## src/rtl/fp_sqrt_pipe_if.sv

```systemverilog
// fp_sqrt_pipe_if: operand/result handshake bundle for fp_sqrt_pipe
// n/tag_in/data_valid_in/ready_out form the operand side, result/tag_out/flag_*/data_valid_out/ready_in
// the result side, busy reports any occupied stage; master drives operands, slave is the square-root unit.
interface fp_sqrt_pipe_if #(
  parameter int EXP_W = 5,
  parameter int MAN_W = 10,
  parameter int TAG_W = 4
);
  logic [EXP_W+MAN_W:0] n;
  logic [TAG_W-1:0] tag_in;
  logic data_valid_in;
  logic ready_out;
  logic [EXP_W+MAN_W:0] result;
  logic [TAG_W-1:0] tag_out;
  logic flag_invalid;
  logic flag_inexact;
  logic data_valid_out;
  logic ready_in;
  logic busy;
  modport master (
    output n, tag_in, data_valid_in, ready_in,
    input ready_out, result, tag_out, flag_invalid, flag_inexact, data_valid_out, busy
  );
  modport slave (
    input n, tag_in, data_valid_in, ready_in,
    output ready_out, result, tag_out, flag_invalid, flag_inexact, data_valid_out, busy
  );
endinterface

```

## src/rtl/fp_sqrt_pipe.sv

```systemverilog
// fp_sqrt_pipe: pipelined IEEE-754 square root, round-to-nearest-even, specials, valid/ready backpressure
// clk_in, rst (synchronous, active high); io (fp_sqrt_pipe_if.slave): operand n + tag_in + data_valid_in
// with ready_out, result + tag_out + flag_invalid + flag_inexact + data_valid_out with ready_in, busy.
// FP_SQRT_SUBNORMAL_EN: normalise subnormal operands instead of flushing them to signed zero.
module fp_sqrt_pipe #(
  parameter int EXP_W = 5,
  parameter int MAN_W = 10,
  parameter int TAG_W = 4
) (
  input logic clk_in,
  input logic rst,
  fp_sqrt_pipe_if.slave io
);
  localparam int W = 1 + EXP_W + MAN_W;
  localparam int S = MAN_W + 2;
  localparam int XW = 2 * S;
  localparam int RW = MAN_W + 6;
  localparam int BIAS = (1 << (EXP_W - 1)) - 1;
  localparam logic [W-1:0] QNAN = {1'b0, {EXP_W{1'b1}}, 1'b1, {(MAN_W-1){1'b0}}};
  localparam logic [W-1:0] PINF = {1'b0, {EXP_W{1'b1}}, {MAN_W{1'b0}}};
  logic en, acc, s, zero, sub, inf, nan, sp_u, inv_u;
  logic [EXP_W-1:0] ex, re;
  logic [MAN_W-1:0] mn;
  logic [MAN_W:0] sig;
  logic signed [EXP_W+1:0] ee;
  logic [W-1:0] spv_u;
  logic [XW-1:0] x_u;
  logic [S:0] v, sp, inv;
  logic [XW-1:0] x [0:S];
  logic [RW-1:0] r [0:S];
  logic [S-1:0] q [0:S];
  logic [EXP_W-1:0] e [0:S];
  logic [TAG_W-1:0] t [0:S];
  logic [W-1:0] spv [0:S];
  logic [RW-1:0] nr [1:S];
  logic [S:1] ng;
  logic [MAN_W:0] rnd;
  logic g, st;
  assign en = !io.data_valid_out || io.ready_in;
  assign io.ready_out = en;
  assign acc = io.data_valid_in && en;
  assign {s, ex, mn} = io.n;
  always_comb begin
    zero = ex == '0 && mn == '0;
    sub = ex == '0 && mn != '0;
    inf = &ex && mn == '0;
    nan = &ex && mn != '0;
    sp_u = 1'b1;
    inv_u = 1'b0;
    spv_u = QNAN;
    if (nan) inv_u = !mn[MAN_W-1];
    else if (zero) spv_u = {s, {(W-1){1'b0}}};
`ifndef FP_SQRT_SUBNORMAL_EN
    else if (sub) spv_u = {s, {(W-1){1'b0}}};
`endif
    else if (s) inv_u = 1'b1;
    else if (inf) spv_u = PINF;
    else sp_u = 1'b0;
  end
`ifdef FP_SQRT_SUBNORMAL_EN
  localparam int LW = $clog2(MAN_W + 2);
  logic [MAN_W:0] sm;
  logic [LW-1:0] lz;
  logic fnd;
  always_comb begin
    sm = {1'b0, mn};
    lz = '0;
    fnd = 1'b0;
    for (int i = MAN_W; i >= 0; i--) begin
      fnd = fnd | sm[i];
      lz = fnd ? lz : lz + LW'(1);
    end
    sig = sub ? sm << lz : {1'b1, mn};
    ee = sub ? (EXP_W+2)'(1 - BIAS) - (EXP_W+2)'(lz) : (EXP_W+2)'(ex) - (EXP_W+2)'(BIAS);
  end
`else
  assign sig = {1'b1, mn};
  assign ee = (EXP_W+2)'(ex) - (EXP_W+2)'(BIAS);
`endif
  // odd exponent: fold one factor of two into the radicand so the halved exponent is exact
  assign re = EXP_W'((ee >>> 1) + (EXP_W+2)'(BIAS));
  assign x_u = {ee[0] ? {sig, 1'b0} : {1'b0, sig}, {S{1'b0}}};
  // one restoring root step per stage, consuming the radicand two bits at a time
  always_comb begin
    logic [RW-1:0] rs, tr;
    ng = '0;
    for (int k = 1; k <= S; k++) begin
      rs = {r[k-1][RW-3:0], x[k-1][XW-1 -: 2]};
      tr = RW'({q[k-1], 2'b01});
      ng[k] = rs >= tr;
      nr[k] = ng[k] ? rs - tr : rs;
    end
  end
  always_ff @(posedge clk_in)
    if (rst) v <= '0;
    else if (en) v <= {v[S-1:0], acc};
  always_ff @(posedge clk_in)
    if (en) begin
      x[0] <= x_u;
      r[0] <= '0;
      q[0] <= '0;
      e[0] <= re;
      t[0] <= io.tag_in;
      spv[0] <= spv_u;
      sp <= {sp[S-1:0], sp_u};
      inv <= {inv[S-1:0], inv_u};
      for (int k = 1; k <= S; k++) begin
        x[k] <= x[k-1] << 2;
        r[k] <= nr[k];
        q[k] <= {q[k-1][S-2:0], ng[k]};
        e[k] <= e[k-1];
        t[k] <= t[k-1];
        spv[k] <= spv[k-1];
      end
    end
  assign g = q[S][0];
  assign st = r[S] != '0;
  // a carry out of the fraction leaves it zero and bumps the exponent
  assign rnd = {1'b0, q[S][S-2:1]} + (MAN_W+1)'(g && (st || q[S][1]));
  always_ff @(posedge clk_in)
    if (rst) begin
      io.data_valid_out <= 1'b0;
      io.result <= '0;
      io.tag_out <= '0;
      io.flag_invalid <= 1'b0;
      io.flag_inexact <= 1'b0;
    end else if (en) begin
      io.data_valid_out <= v[S];
      io.result <= sp[S] ? spv[S] : {1'b0, e[S] + EXP_W'(rnd[MAN_W]), rnd[MAN_W-1:0]};
      io.tag_out <= t[S];
      io.flag_invalid <= v[S] && sp[S] && inv[S];
      io.flag_inexact <= v[S] && !sp[S] && (g || st);
    end
  assign io.busy = |v || io.data_valid_out;
endmodule

```

## src/flat_wrapper.sv

```systemverilog
// flat-port wrapper written by rule: the top's interface ports become plain ports
module fp_sqrt_pipe_flat 
#(
  parameter int EXP_W = 5,
  parameter int MAN_W = 10,
  parameter int TAG_W = 4
)
  (clk_in, rst, io_n, io_tag_in, io_data_valid_in, io_ready_in, io_ready_out, io_result, io_tag_out, io_flag_invalid, io_flag_inexact, io_data_valid_out, io_busy);
  fp_sqrt_pipe_if #(.EXP_W(EXP_W), .MAN_W(MAN_W), .TAG_W(TAG_W)) io_i ();
  input logic clk_in;
  input logic rst;
  input wire logic [$bits(io_i.n)-1:0] io_n;
  input wire logic [$bits(io_i.tag_in)-1:0] io_tag_in;
  input wire logic [$bits(io_i.data_valid_in)-1:0] io_data_valid_in;
  input wire logic [$bits(io_i.ready_in)-1:0] io_ready_in;
  output wire logic [$bits(io_i.ready_out)-1:0] io_ready_out;
  output wire logic [$bits(io_i.result)-1:0] io_result;
  output wire logic [$bits(io_i.tag_out)-1:0] io_tag_out;
  output wire logic [$bits(io_i.flag_invalid)-1:0] io_flag_invalid;
  output wire logic [$bits(io_i.flag_inexact)-1:0] io_flag_inexact;
  output wire logic [$bits(io_i.data_valid_out)-1:0] io_data_valid_out;
  output wire logic [$bits(io_i.busy)-1:0] io_busy;
  assign io_i.n = io_n;
  assign io_i.tag_in = io_tag_in;
  assign io_i.data_valid_in = io_data_valid_in;
  assign io_i.ready_in = io_ready_in;
  assign io_ready_out = io_i.ready_out;
  assign io_result = io_i.result;
  assign io_tag_out = io_i.tag_out;
  assign io_flag_invalid = io_i.flag_invalid;
  assign io_flag_inexact = io_i.flag_inexact;
  assign io_data_valid_out = io_i.data_valid_out;
  assign io_busy = io_i.busy;
  fp_sqrt_pipe #(.EXP_W(EXP_W), .MAN_W(MAN_W), .TAG_W(TAG_W)) u_core (.clk_in(clk_in), .rst(rst), .io(io_i));
endmodule
```

## config.mk

```make
export PLATFORM = sky130hd
export DESIGN_NAME = fp_sqrt_pipe_flat
export DESIGN_NICKNAME = d
export VERILOG_FILES = /design/src/rtl/fp_sqrt_pipe_if.sv /design/src/rtl/fp_sqrt_pipe.sv /design/src/flat_wrapper.sv
export SDC_FILE = /design/constraint.sdc
export NUM_CORES = 1
export LEC_CHECK = 0
export BUFFER_PORTS_ARGS = -buffer_cell sky130_fd_sc_hd__buf_2
export CAP_MARGIN = 20
export CORE_UTILIZATION = 50
export DETAILED_ROUTE_END_ITERATION = 12
export PLACE_DENSITY = 0.69
export SYNTH_ARGS = -nofsm -noshare
export SYNTH_HDL_FRONTEND = slang
export SYNTH_SLANG_ARGS = --single-unit
```

## constraint.sdc

```tcl
create_clock -name clk_in -period 15.4 [get_ports clk_in]
set_clock_uncertainty 0.05 [all_clocks]
set_input_delay 0.77 -clock clk_in [delete_from_list [all_inputs] [get_ports clk_in]]
set_output_delay 0.77 -clock clk_in [all_outputs]
set_load 0.02 [all_outputs]
```

# Word level (Yosys, flattened, before mapping)
# Memories as Yosys holds them, arrays and structs flattened. A register that Yosys moved wholly into a read port is not among the register bits.
# Index checks and enable logic that the tools add are counted.
# Widths: inputs -> output; s select.
# totals
output_inout_bits,25
ff_bits,58
n_memories,6
ramBits,975
wordCells,92
# classes
mux,26
add_sub_neg,16
n_reduce_logical,24
order_cmp,12
# mem_list
name,words,width,rd,rd_clocked_by_memory_dff,write_ports,line_no,rtl
u_core.x,13,22,12,0,13,fp_sqrt_pipe.sv:29,logic [XW-1:0] x [0:S];
u_core.r,13,16,13,0,13,fp_sqrt_pipe.sv:30,logic [RW-1:0] r [0:S];
u_core.spv,13,16,13,0,13,fp_sqrt_pipe.sv:34,logic [W-1:0] spv [0:S];
u_core.q,13,12,13,0,13,fp_sqrt_pipe.sv:31,logic [S-1:0] q [0:S];
u_core.e,13,5,13,0,13,fp_sqrt_pipe.sv:32,logic [EXP_W-1:0] e [0:S];
u_core.t,13,4,13,1,13,fp_sqrt_pipe.sv:33,logic [TAG_W-1:0] t [0:S];
# op_table
cell,n
$mux 16,17
$ge 16x14->1,12
$sub 16x14->16,12
$reduce_bool 16->1,1
$reduce_or 13->1,1
$mux 12,1
$add 10x1->11,1
$logic_and 1x1->1,10
$logic_not 10->1,1
$mux 10,1
$reduce_bool 10->1,1
$mux 1,7
$sub 5x4->6 const B,1
$add 5x1->5,1
$add 5x5->5 const B,1
$logic_not 5->1,1
$reduce_and 5->1,1
$logic_or 1x1->1,4
$reduce_or 4->1,1
$logic_not 1->1,3

# Longest topological paths before layout
# Gate-level depths: netlist of the first run.
# logic_depth
depth_word,7
depth_mapped,11
mapped_depth_nobuf,11

# Worst setup path before layout of the first run
# Ideal clock, no wire load.
# synth_timing
kind,input to register
from,input port io_ready_in
to,register u_core.io.result[10]
t_required_ns,14.583
path_buffers,2
arrival_time_ns,14.058
stages,5
setup_slack_ns,0.525
cell_sequence,nor2b_1 clkbuf_1 inv_1 clkbuf_1 a311oi_1
# synth_via
elab_chain_cells,1
# synth_rtl
item,line_no,rtl
start: declaration,flat_wrapper.sv:15,input wire logic [$bits(io_i.ready_in)-1:0] io_ready_in;
$logic_or 1x1->1,fp_sqrt_pipe.sv:39,assign en = !io.data_valid_out || io.ready_in;
via io_ready_out,flat_wrapper.sv:16,output wire logic [$bits(io_i.ready_out)-1:0] io_ready_out;
end signal: assignment,fp_sqrt_pipe.sv:129,"io.result <= sp[S] ? spv[S] : {1'b0, e[S] + EXP_W'(rnd[MAN_W]), rnd[MAN_W-1:0]};"
end: declaration,fp_sqrt_pipe_if.sv:26,"output ready_out, result, tag_out, flag_invalid, flag_inexact, data_valid_out, busy"
# The timed path passes the listed nets, and every way through them passes these cells.
# A chain may end at the register's enable or synchronous reset.

# Final worst setup path of the first run
# layout_timing
from,register u_core.io.data_valid_out
to,output port io_ready_out
# layout_via
elab_chain_cells,2
# layout_rtl
item,line_no,rtl
start: declaration,fp_sqrt_pipe_if.sv:26,
start signal: assignment,fp_sqrt_pipe.sv:128,io.data_valid_out <= v[S];
$logic_not 1->1,fp_sqrt_pipe.sv:39,
$logic_or 1x1->1,fp_sqrt_pipe.sv:39,
end: declaration,flat_wrapper.sv:16,
# No other way between the ends.

==> flow_summary.json, run 1 <==
{
  "synth_fa_ha_area_share_pct": 5.70,
  "fin_util_pct": 57.1,
  "antenna_found_initial": 0,
  "synth_top_family_by_area": "simple AND/OR/NAND/NOR gates",
  "htreeDepth": 2,
  "synthArstFlopShare_pct": 0,
  "crit_arrival_ps": 2100,
  "setup_viol": 0,
  "clock-root-buffer": "clkbuf_16",
  "dp_hpwl_mm": 19.8,
  "grt_max_degree": 175,
  "grt_use_total_pct": 14.4,
  "violations": "DRC",
  "clock_latency_ps": 570,
  "yosysUniqueCellTypes": 82,
  "final.setup.tns_ps": 0,
  "ys_ff_latch": 487,
  "crit_path_end_kind": "output port",
  "rsz0062_at_grt": "no",
  "slew_headroom_pct": 31.5,
  "crit_slowest_cell": "inv_8",
  "tritoncts": "built",
  "dpl_cell_area_sq_mm": 0.0218,
  "ioPinCount": 49,
  "min_period_ps": 2920,
  "fin_area_sq_mm": 0.0235,
  "final_common_cell": "edfxtp_1",
  "rows": 74,
  "path_clk_slew_ps": 60,
  "io_buffer_count": 48,
  "routed_wl_mm": 30.1,
  "fmax_mhz": 342,
  "period_share_pct": 19.0,
  "grt_pass1_wl_mm": 50.0,
  "drtAntennaViolNets": 0,
  "path_class": "reg -> out",
  "power_mw": 3.61,
  "overflow": 0,
  "slew_viol_final": 0,
  "drive_above_1_share_pct": 12.0,
  "outcome": "finished with violations",
  "required_ps": 14580,
  "yosys_warnings": 0,
  "clk_path_buf_depth": 3,
  "clock-sinks": 487,
  "crit_buf_inv": 2,
  "power.density_mw_per_mm2": 154,
  "yosys.area_share.simple_pct": 9.52,
  "hold_buffers": 0,
  "synthToLayoutAreaGrowth_pct": 11.8,
  "critPathMaxStageDelay_ps": 570,
  "die_h_um": 207,
  "die_w_um": 207,
  "synth_edf_count": 451,
  "grt_pass1_vias": 11400,
  "diodes": 0,
  "wl_per_cell_um": 13.9,
  "synth_xor_area_share_pct": 3.96,
  "final_cell_mix": "edfxtp_1, inv_1, nand2_1, nor2_1, ha_1",
  "nFillCells": 3248,
  "syn-instance-count": 1502,
  "nets": 1700,
  "hp-class": "in -> reg",
  "via_count": 11300,
  "via_per_inst": 5.25,
  "grt_use_met3_pct": 2.78,
  "start_kind": "flop",
  "path_delay_family": "buffers and inverters",
  "path_max_fanout": 141,
  "worst_pin_slew_ps": 1030,
  "yosysSeqAreaShare_pct": 68.0,
  "firstDrtPassIters": 8,
  "cap_violations": 0,
  "initial_core_util_pct": 51.1,
  "die_area_sq_mm": 0.0428,
  "syn_nets": 1618,
  "cts_buffers": 50,
  "grt-busiest-layer": "met2",
  "synthFlopType": "edfxtp_1",
  "use_met1_pct": 14.7,
  "irDropWorstVdd_mv": 0.0899,
  "drt-initial-drc-count": 623,
  "gp_congestion": 0.835,
  "avgSynthCellArea_sq_um": 14.0,
  "synthMuxAreaShare_pct": 2.31,
  "route.detailed.drc": 3,
  "p_leak_nw": 9.12,
  "post_cts_resize_count": 0,
  "synth_compound_area_share_pct": 7.94,
  "syn_area_sq_mm": 0.0210,
  "use_met2_pct": 27.8,
  "crit_chain": "nor2b_2 -> inv_8 -> buf_2",
  "postCtsSetupBuffers": 0,
  "core_area_sq_mm": 0.0411,
  "hold_violations": 0
}
registers in the layout, summed over array words and instances (netlist names):
signal                    flops
u_core.sp                    13
u_core.io.tag_out             4
u_core.t                     52
u_core.q                     77
u_core.inv                   13
u_core.spv                   39
u_core.io.flag_inexact        1
u_core.r                    150
u_core.x                     42
u_core.io.flag_invalid        1
u_core.v                     13
u_core.io.data_valid_out      1
u_core.io.result             16
u_core.e                     65
metal layers:
| metal | vias up | share of wire (%) | wire (um) |
|---|---|---|---|
| li1 | 5721 | - | - |
| met1 | 5408 | 40 | 11900 |
| met2 | 140 | 55 | 16400 |
| met3 | 64 | 2.7 | 810 |
| met4 | 0 | 3.1 | 926 |
| met5 | - | 0 | 0 |
worst register-to-register path: cells and delay by family (launching register included):
kind	cells	cell delay, ps
buffers and inverters	2	260
and+or+nand+nor	4	1140
adders and majority gates	2	440
xor gates and xnor gates	1	140
AOI/OAI and AO/OA	1	210
DFF	1	380
cells by family (layout without fill, tap and decap cells):
group           after synthesis  count (layout)
flops                       487             487
simple gates                387             387
compound gates              257             257
buf+inv                     139             262
xor+xnor                     95              95
fa+ha+maj                    92              92
mux                          44              44
other cells                   1               1
power breakdown:
part	leakage (nW)	switching (mW)	total [mW]	internal, mW
clock network	0.788	0.475	1.18	0.700
logic	3.57	0.317	0.614	0.297
registers	4.76	0.119	1.82	1.70
synthesized netlist by cell type (10+ instances only):
cell      count  area [sq um]
edfxtp_1    451         13500
inv_1       114           428
nand2_1     109           409
nor2_1       95           357
ha_1         86          1080
a21oi_1      80           400
o21ai_0      56           280
xnor2_1      53           464
xor2_1       42           368
dfxtp_1      36           721
mux2_2       32           360
nor3_1       29           145
nand3_1      23           115
nand2b_1     17           106
o21a_1       16           120
nor2b_1      15          93.8
or3_1        15          93.8
clkbuf_1     14          52.6
nor4_1       12          75.1
a21o_1       11          82.6
a22oi_1      10          75.1
final cells by class:
cell class	instances	area, sq um	share of cell area [%]
multi-input combinational	876	6180	26.4
clock buffer	62	1340	5.70
tap	532	666	2.84
inverter	116	443	1.89
sequential	487	14300	60.8
timing repair buffer	53	290	1.24
clock inverter	31	284	1.21
through the flow:
| stage | setup WS (ps) | cells | hold WS, ps |
|---|---|---|---|
| after global placement | 12250 | 2064 | 350 |
| after detailed placement | 12250 | 2064 | 355 |
| after CTS | 12460 | 2157 | 287 |
| final | 12480 | 2157 | 328 |
| after floorplan | 525 | 1502 | 350 |
| after global routing | 12320 | 2157 | 301 |
path summary, 6_finish.rpt:
kind                       end  depth (start not counted)  slack (ps)                startpoint
max reg2reg   u_core.r[0][125]                         10       12510           u_core.r[0][96]
min             u_core.t[0][1]                          1         330              io_tag_in[1]
max               io_ready_out                          3       12480  u_core.io.data_valid_out
min reg2reg  u_core.spv[1][31]                          0         360         u_core.spv[1][15]
Note: power is estimated with default switching activity, not from simulation.
==> run 2, diff against run 1 <==
==> constraint.sdc (replaced) <==
create_clock -name clk_in -period 2.42 [get_ports clk_in]
set_clock_uncertainty 0.05 [all_clocks]
set_input_delay 0.121 -clock clk_in [delete_from_list [all_inputs] [get_ports clk_in]]
set_output_delay 0.121 -clock clk_in [all_outputs]
set_load 0.02 [all_outputs]
==> run 2 against run 1 <==
- the flow finishes with violations (DRC, setup timing)
- clock power rose to 5.9 times the previous value
- register-to-register slack worse by 13000 ps
- largest power group unchanged
- largest cell class unchanged
- worst setup slack worse by 13000 ps
- highest routed layer unchanged
==> flow_summary.json, run 2 (synthesis gave the netlist of run 1 again) <==
{
  "min_path_cells": 3,
  "clk_path_buf_depth": 3,
  "die_w_um": 207,
  "clock-sinks": 487,
  "die_area_sq_mm": 0.0428,
  "crit_arrival_ps": 2730,
  "gp_congestion": 0.839,
  "drtAntennaViolNets": 0,
  "grt_pass1_vias": 12000,
  "hold_violations": 0,
  "htreeDepth": 2,
  "min_period_ps": 2450,
  "grt_max_degree": 71,
  "firstDrtPassIters": 9,
  "grt_use_total_pct": 15.8,
  "slew_headroom_pct": 40.4,
  "tritoncts": "built",
  "path_clk_slew_ps": 60,
  "fmax_mhz": 408,
  "period_share_pct": 101,
  "cts_buffers": 50,
  "power.density_mw_per_mm2": 940,
  "grt_pass1_wl_mm": 54.5,
  "nFillCells": 3062,
  "outcome": "finished with violations",
  "via_count": 12100,
  "final_cell_mix": "edfxtp_1, inv_1, nand2_1, nor2_1",
  "path_max_fanout": 4,
  "overflow": 0,
  "initial_core_util_pct": 51.1,
  "ff2ff_path_depth": 10,
  "route.detailed.drc": 1,
  "largest_reg_flops": 150,
  "reg_top3": "u_core.r: 150 flops, u_core.q: 77 flops, u_core.e: 65 flops",
  "largest-register": "u_core.r",
  "io_buffer_count": 48,
  "cap_violations": 0,
  "final_cell_count_no_fill": 2277,
  "via_per_inst": 5.30,
  "ioPinCount": 49,
  "critPathLaunch": "u_core.q[9][0]",
  "slew_viol_final": 0,
  "hp-class": "in -> reg",
  "core_area_sq_mm": 0.0411,
  "hold_start": "io_ready_in",
  "setup_viol": 12,
  "violations": "DRC, setup timing",
  "nets": 1823,
  "routed_wl_mm": 33.6,
  "drt-initial-drc-count": 605,
  "synthToLayoutAreaGrowth_pct": 18.6,
  "die_h_um": 207,
  "p_leak_nw": 9.81,
  "dp_cells": 2123,
  "antenna_found_initial": 0,
  "dp_hpwl_mm": 21.8,
  "irDropWorstVdd_mv": 0.576,
  "wl_per_cell_um": 14.8,
  "rows": 74,
  "fin_util_pct": 60.6,
  "clock_latency_ps": 590,
  "clock-root-buffer": "clkbuf_16",
  "timing.rr.start": "u_core.q[9][0]",
  "required_ps": 2700,
  "diodes": 0,
  "worst_pin_slew_ps": 888,
  "crit_path_end_kind": "flop",
  "drive_above_1_share_pct": 20.3,
  "path_class": "reg -> reg",
  "dp_slack_ps": -90.1,
  "start_kind": "flop",
  "final_common_cell": "edfxtp_1",
  "setup_slack_ps": -31.8,
  "rsz0062_at_grt": "yes"
}
==> run 2: cell types whose count changed in the layout (fill, tap and decap cells not counted), sizes merged <==
cell and delta:
clkbuf +12, inv -2, dlygate4sd3 +29, nand4 +1, clkinvlp -2, bufinv -5, buf +92, clkinv -6
o21a +1
==> run 2: where the power goes <==
group	internal, mW	total (mW)	switching [mW]
Clock	3.93	6.94	3.01
Combinational	2.48	4.83	2.35
Sequential	10.9	11.6	0.794
Total	17.3	23.4	6.15
==> run 2: timing repair <==
item | CTS | global route
endpoints found under the hold margin | 48 | 0
hold buffers | 29 | 0
resized for setup | 29 | 88
endpoints found under the setup margin | 44 | 78
cloned | 2 | 0
pin swaps | 17 | 37
setup buffers | 9 | 24
==> run 2: worst max-delay path: stages (launching register included) <==
cell      delay, ps
edfxtp_1        380
inv_1            80
ha_2            190
inv_2            40
fa_2            360
nor2b_4         130
o31a_1          220
nor3_2           70
o21bai_2        230
buf_4           160
mux2_4          280
==> run 2: worst paths after layout <==
check	to	slack [ps]
worst max-delay path	u_core.r[1][41]	-30
worst min-delay path	u_core.q[12][5]	70
worst max register to register	u_core.r[1][41]	-30
worst min register to register	u_core.sp[6]	360
==> run 2: per-stage QoR <==
stage | setup TNS, ps | cell area, sq um | power, mW | hold WS, ps
after CTS | -337 | 24400 | 23.2 | 41.7
after global routing | -3640 | 24900 | 24.7 | 73.8
after floorplan | -215 | 21000 | 14.8 | 170
after detailed placement | -1120 | 22400 | 16.0 | 250
final | -182 | 24900 | 23.4 | 72.9
after global placement | -481 | 22400 | 15.8 | 247
==> run 2: final cells by class <==
class	count	area [sq um]	area share [%]
clock inverters	16	115	0.462
repair buffers	174	1450	5.82
clock buffers	74	1370	5.51
inverters	116	445	1.79
well taps	532	666	2.67
flip-flops and latches	487	14300	57.3
multi-input cells	878	6580	26.4
==> run 2: routing by layer <==
| metal | wire length [um] | track usage, % |
|---|---|---|
| met1 | 12900 | 16.6 |
| met2 | 18500 | 30.2 |
| met3 | 1010 | 2.92 |
| met4 | 1110 | 7.19 |
| met5 | 0 | 0 |
